### config.mk
export PLATFORM = sky130hd
export DESIGN_NAME = comb_mux8
export DESIGN_NICKNAME = d
export VERILOG_FILES = /design/src/rtl/comb_mux8_pkg.sv /design/src/rtl/comb_mux8_mux4.sv /design/src/rtl/comb_mux8.sv
export SDC_FILE = /design/constraint.sdc
export NUM_CORES = 1
export LEC_CHECK = 0
export CAP_MARGIN = 20
export CORE_AREA = 2 2 112 114
export DETAILED_ROUTE_END_ITERATION = 7
export DIE_AREA = 0 0 114 116
export PLACE_DENSITY_LB_ADDON = 0.08
export SYNTH_ARGS = -nofsm -noshare
export SYNTH_HDL_FRONTEND = slang
export SYNTH_SLANG_ARGS = --single-unit
export TNS_END_PERCENT = 1
### constraint.sdc
create_clock -name vclk -period 2.8
set_clock_uncertainty 0.2 [all_clocks]
set_input_delay 0.56 -clock vclk [all_inputs]
set_output_delay 0.56 -clock vclk [all_outputs]
set_load 0.1 [all_outputs]
### src/rtl/comb_mux8_pkg.sv
// Shared definitions for the comb_mux8 eight-input data selector.
// Optional build macro: COMB_MUX8_OUT_REG_EN (adds a registered output stage).
package comb_mux8_pkg;

  // Number of selectable data inputs.
  localparam int N_IN = 8;

  // Width of the selection field.
  localparam int SEL_W = 3;

  // Inputs handled by each 4:1 half of the tree.
  localparam int HALF_N = N_IN / 2;

  // Selection code type.
  typedef logic [SEL_W-1:0] sel_t;

  // Most significant selection bit, which steers the final 2:1 stage.
  function automatic logic sel_upper(input sel_t s);
    return s[SEL_W-1];
  endfunction

endpackage

### src/rtl/comb_mux8_mux4.sv
// 4:1 combinational data selector used for each half of the comb_mux8 tree.
// Optional build macro for the parent: COMB_MUX8_OUT_REG_EN (not used here).
module comb_mux8_mux4 #(
  parameter int DATA_W = 32
) (
  input  logic [1:0]        sel,
  input  logic [DATA_W-1:0] in0,
  input  logic [DATA_W-1:0] in1,
  input  logic [DATA_W-1:0] in2,
  input  logic [DATA_W-1:0] in3,
  output logic [DATA_W-1:0] out0
);

  // Full-width index select; in0 is the default so no latch can form.
  always_comb begin
    out0 = in0;
    case (sel)
      2'd0:    out0 = in0;
      2'd1:    out0 = in1;
      2'd2:    out0 = in2;
      2'd3:    out0 = in3;
      default: out0 = in0;
    endcase
  end

endmodule

### src/rtl/comb_mux8.sv
// Eight-input, DATA_W-bit data selector for the Versat datapath.
// out0 = in[sel]. Default build is purely combinational.
// Optional build macro: COMB_MUX8_OUT_REG_EN -- adds a one-cycle output
// register after the final 2:1 stage, cleared by synchronous rst.
module comb_mux8
  import comb_mux8_pkg::*;
#(
  parameter int DATA_W = 32
) (
  input  logic              clk,
  input  logic              rst,
  input  logic [DATA_W-1:0] in0,
  input  logic [DATA_W-1:0] in1,
  input  logic [DATA_W-1:0] in2,
  input  logic [DATA_W-1:0] in3,
  input  logic [DATA_W-1:0] in4,
  input  logic [DATA_W-1:0] in5,
  input  logic [DATA_W-1:0] in6,
  input  logic [DATA_W-1:0] in7,
  input  sel_t              sel,
  output logic [DATA_W-1:0] out0
);

  // Inputs gathered into an indexable array so the two halves can be built
  // by one generate loop.
  logic [DATA_W-1:0] data_arr [N_IN];
  assign data_arr[0] = in0;
  assign data_arr[1] = in1;
  assign data_arr[2] = in2;
  assign data_arr[3] = in3;
  assign data_arr[4] = in4;
  assign data_arr[5] = in5;
  assign data_arr[6] = in6;
  assign data_arr[7] = in7;

  // Results of the lower (in0..in3) and upper (in4..in7) 4:1 stages.
  logic [DATA_W-1:0] half_out [2];

  genvar gi;
  generate
    for (gi = 0; gi < 2; gi++) begin : g_half
      comb_mux8_mux4 #(
        .DATA_W(DATA_W)
      ) u_mux4 (
        .sel  (sel[1:0]),
        .in0  (data_arr[HALF_N*gi + 0]),
        .in1  (data_arr[HALF_N*gi + 1]),
        .in2  (data_arr[HALF_N*gi + 2]),
        .in3  (data_arr[HALF_N*gi + 3]),
        .out0 (half_out[gi])
      );
    end
  endgenerate

  // Final 2:1 stage steered by the top selection bit.
  logic [DATA_W-1:0] sel_data_next;

  // Pick between the two halves; lower half is the default.
  always_comb begin
    sel_data_next = half_out[0];
    case (sel_upper(sel))
      1'b0:    sel_data_next = half_out[0];
      1'b1:    sel_data_next = half_out[1];
      default: sel_data_next = half_out[0];
    endcase
  end

`ifdef COMB_MUX8_OUT_REG_EN
  logic [DATA_W-1:0] out_reg;

  // Output register: one-cycle latency, cleared while rst is high.
  always_ff @(posedge clk) begin
    if (rst) begin
      out_reg <= '0;
    end else begin
      out_reg <= sel_data_next;
    end
  end

  assign out0 = out_reg;
`else
  // Combinational build: clk and rst exist only for interface uniformity
  // with other Versat units and are intentionally left unused here.
  logic unused_clk_rst;
  assign unused_clk_rst = &{1'b0, clk, rst};

  assign out0 = sel_data_next;
`endif

endmodule

==> impl_results.md <==
- Routed via count: 2495
- Initial antenna violation count: 1
- Hold Slack: 1.65 ns
- Slowest cell delay on critical path: 0.60 ns
- Cell Pwr Density: 254 nW/um^2
- Die area: 13200 um^2
- CP max stage cell: mux4_1
- Fraction of layout cells with a size suffix above 1: 25.4%
- DP Cell Count: 541
- Pin count of the biggest net entering global routing: 41
- Drt first-iter violations: 34
- Arr. time, crit path: 2.01 ns
- Gr ovfl total: 0
- # port buffers: 291
- Mapped Cells: 114
- Int Power: 0.739 mW
- Min-delay worst type: primary input to output port
- Die W: 114 um
- Initial Util: 17.4%
- Clock buffer count: 0
- Initial DRT Pass Iterations: 4
- Setup Buffers After CTS: 0
- Detailed Place HPWL: 9190 um
- WP data required: 2.04 ns
- Design Area, Final: 5470 um^2
- Syn Nets: 375
- Synth Cell Area: 2070 um^2
- CP Class: primary input to output port
- Routed wire length: 10400 um
- Crit Path Max Fanout: 28
- Part of the power in the clock network: 0%
- Seq. cell area: 0 um^2
- Fin crit period: 2.77 ns
- Most used cell, CP: buf_12
- Max Cap Viol: 0
- Worst Setup End Kind: output port
- Area growth syn-to-layout: 164%
- Achievable Freq: 361 MHz
- DRC Markers: 0
- CP Cell Sequence: buf_4, buf_12, mux4_1, mux2_2, buf_12
- Lkg Pwr: 2.06 nW
- DR WL/cell: 19.1 um
- Hold path start: sel[0]
- Worst setup SP type: primary input
- GRT Total Usage: 14.4%
- Relative max-transition margin: 82.0%
- Setup TNS: 0 ns
- Crit path max-delay family: multiplexers
- Tcrit/Tclk final: 98.9%
- Yosys cell types: 7
- Hold path endpoint: out0[3]
- Core area: 11900 um^2
- Seq/Total Area, Yosys: 0%
- Pins over their slew limit: 0
- FFs & Latches: 0
- Hold depth: 4
- Cell row count: 40
- Sw Share: 46.8%
- RSZ-0062 raised after global routing: true
- Synthesis Warnings: 0
- Post-route ant nets: 0
- Final Hold Vio Count: 0
- Vias in the first global route: 2668
- Placement Cell Area: 5470 um^2
- First-pass GRT wire length: 14700 um
- Outcome: completed
- Vias/cell: 4.60
- Post-route insts no fill: 542
- WP buf/inv: 3
- Logic pwr share: 100.0%
- Sequential cell fraction of total power: 0%
- Switch Pwr: 0.651 mW
- Max IR drop VDD: 0.133 mV
- Die span in y: 116 um
- Worst-Margin Slew: 0.271 ns
- Setup Viol. Count Final: 0
- FILL cells: 1077
- Ports: 293
- GP Congestion: 0.727
- Nets: 657
- Mapped Avg Cell Area: 18.2 um^2
==> logic make-up after synthesis <==
group | Yosys count | share of synthesized area [%]
multiplexers | 96 | 94.1
buffers and inverters | 18 | 5.85
==> cell type report <==
| type | count | area (um^2) | share of cell area, % |
|---|---|---|---|
| Tap cell | 147 | 184 | 3.36 |
| Timing Repair Buffer | 298 | 3340 | 61.0 |
| Antenna cell | 1 | 2.50 | 0.0458 |
| Multi-Input combinational cell | 96 | 1940 | 35.6 |
==> power by group through the flow <==
| stage | logic (mW) | registers [mW] | clock network, mW |
|---|---|---|---|
| 3_3_place_gp | 1.40 | 0 | 0 |
| 3_5_place_dp | 1.40 | 0 | 0 |
| 2_1_floorplan | 0.718 | 0 | 0 |
| 5_1_grt | 1.44 | 0 | 0.0000000477 |
| 4_1_cts | 1.41 | 0 | 0 |
| 6_report | 1.39 | 0 | 0.0000000477 |
==> per-stage QoR <==
stage                     power (mW)  util, %  worst slack, ns
after CTS                       1.41     45.9           0.0139
after detailed placement        1.40     45.9           0.0151
after global routing            1.44     45.9          -0.0238
after global placement          1.40     45.9          0.00483
after floorplan                0.718        -            0.161
final                           1.39     45.9           0.0295
==> cell usage in the layout, fill, tap and decap left out <==
cell,Yosys,layout
clkdlybuf4s50_1,0,256
mux4_1,40,38
buf_12,0,37
mux2_2,32,32
mux4_2,24,26
buf_4,0,3
buf_2,1,2
diode_2,0,1
==> synth_stat cells <==
master    instances  area (um^2)
buf_2             1         5.00
clkbuf_1          2         7.51
mux4_2           24          541
mux4_1           40         1050
mux2_2           32          360
buf_1             8         30.0
buf_6             7         78.8
==> per-layer routing <==
layer	global-route usage [%]	vias to the layer above	share of wire (%)
met5	0	-	0
met4	2.52	0	2.0
met3	2.72	14	8.1
li1	-	1150	-
met2	29.1	140	57
met1	15.7	1191	33
==> worst max-delay path by stage <==
stage	from	end	slack, ns	depth (start not counted)
2_1_floorplan	sel[2]	out0[10]	0.16	4
3_3_place_gp	sel[2]	out0[8]	0.005	5
3_5_place_dp	sel[2]	out0[8]	0.02	5
4_1_cts	sel[2]	out0[8]	0.01	5
5_1_grt	sel[2]	out0[18]	-0.02	5
6_report	sel[2]	out0[29]	0.03	5
==> timing repair <==
action | 4_1_cts | 5_1_grt
setup endpoints to repair | 0 | 6
gates resized for setup | 0 | 2
hold buffers | 0 | 0
(Power assumes the default switching activity.)
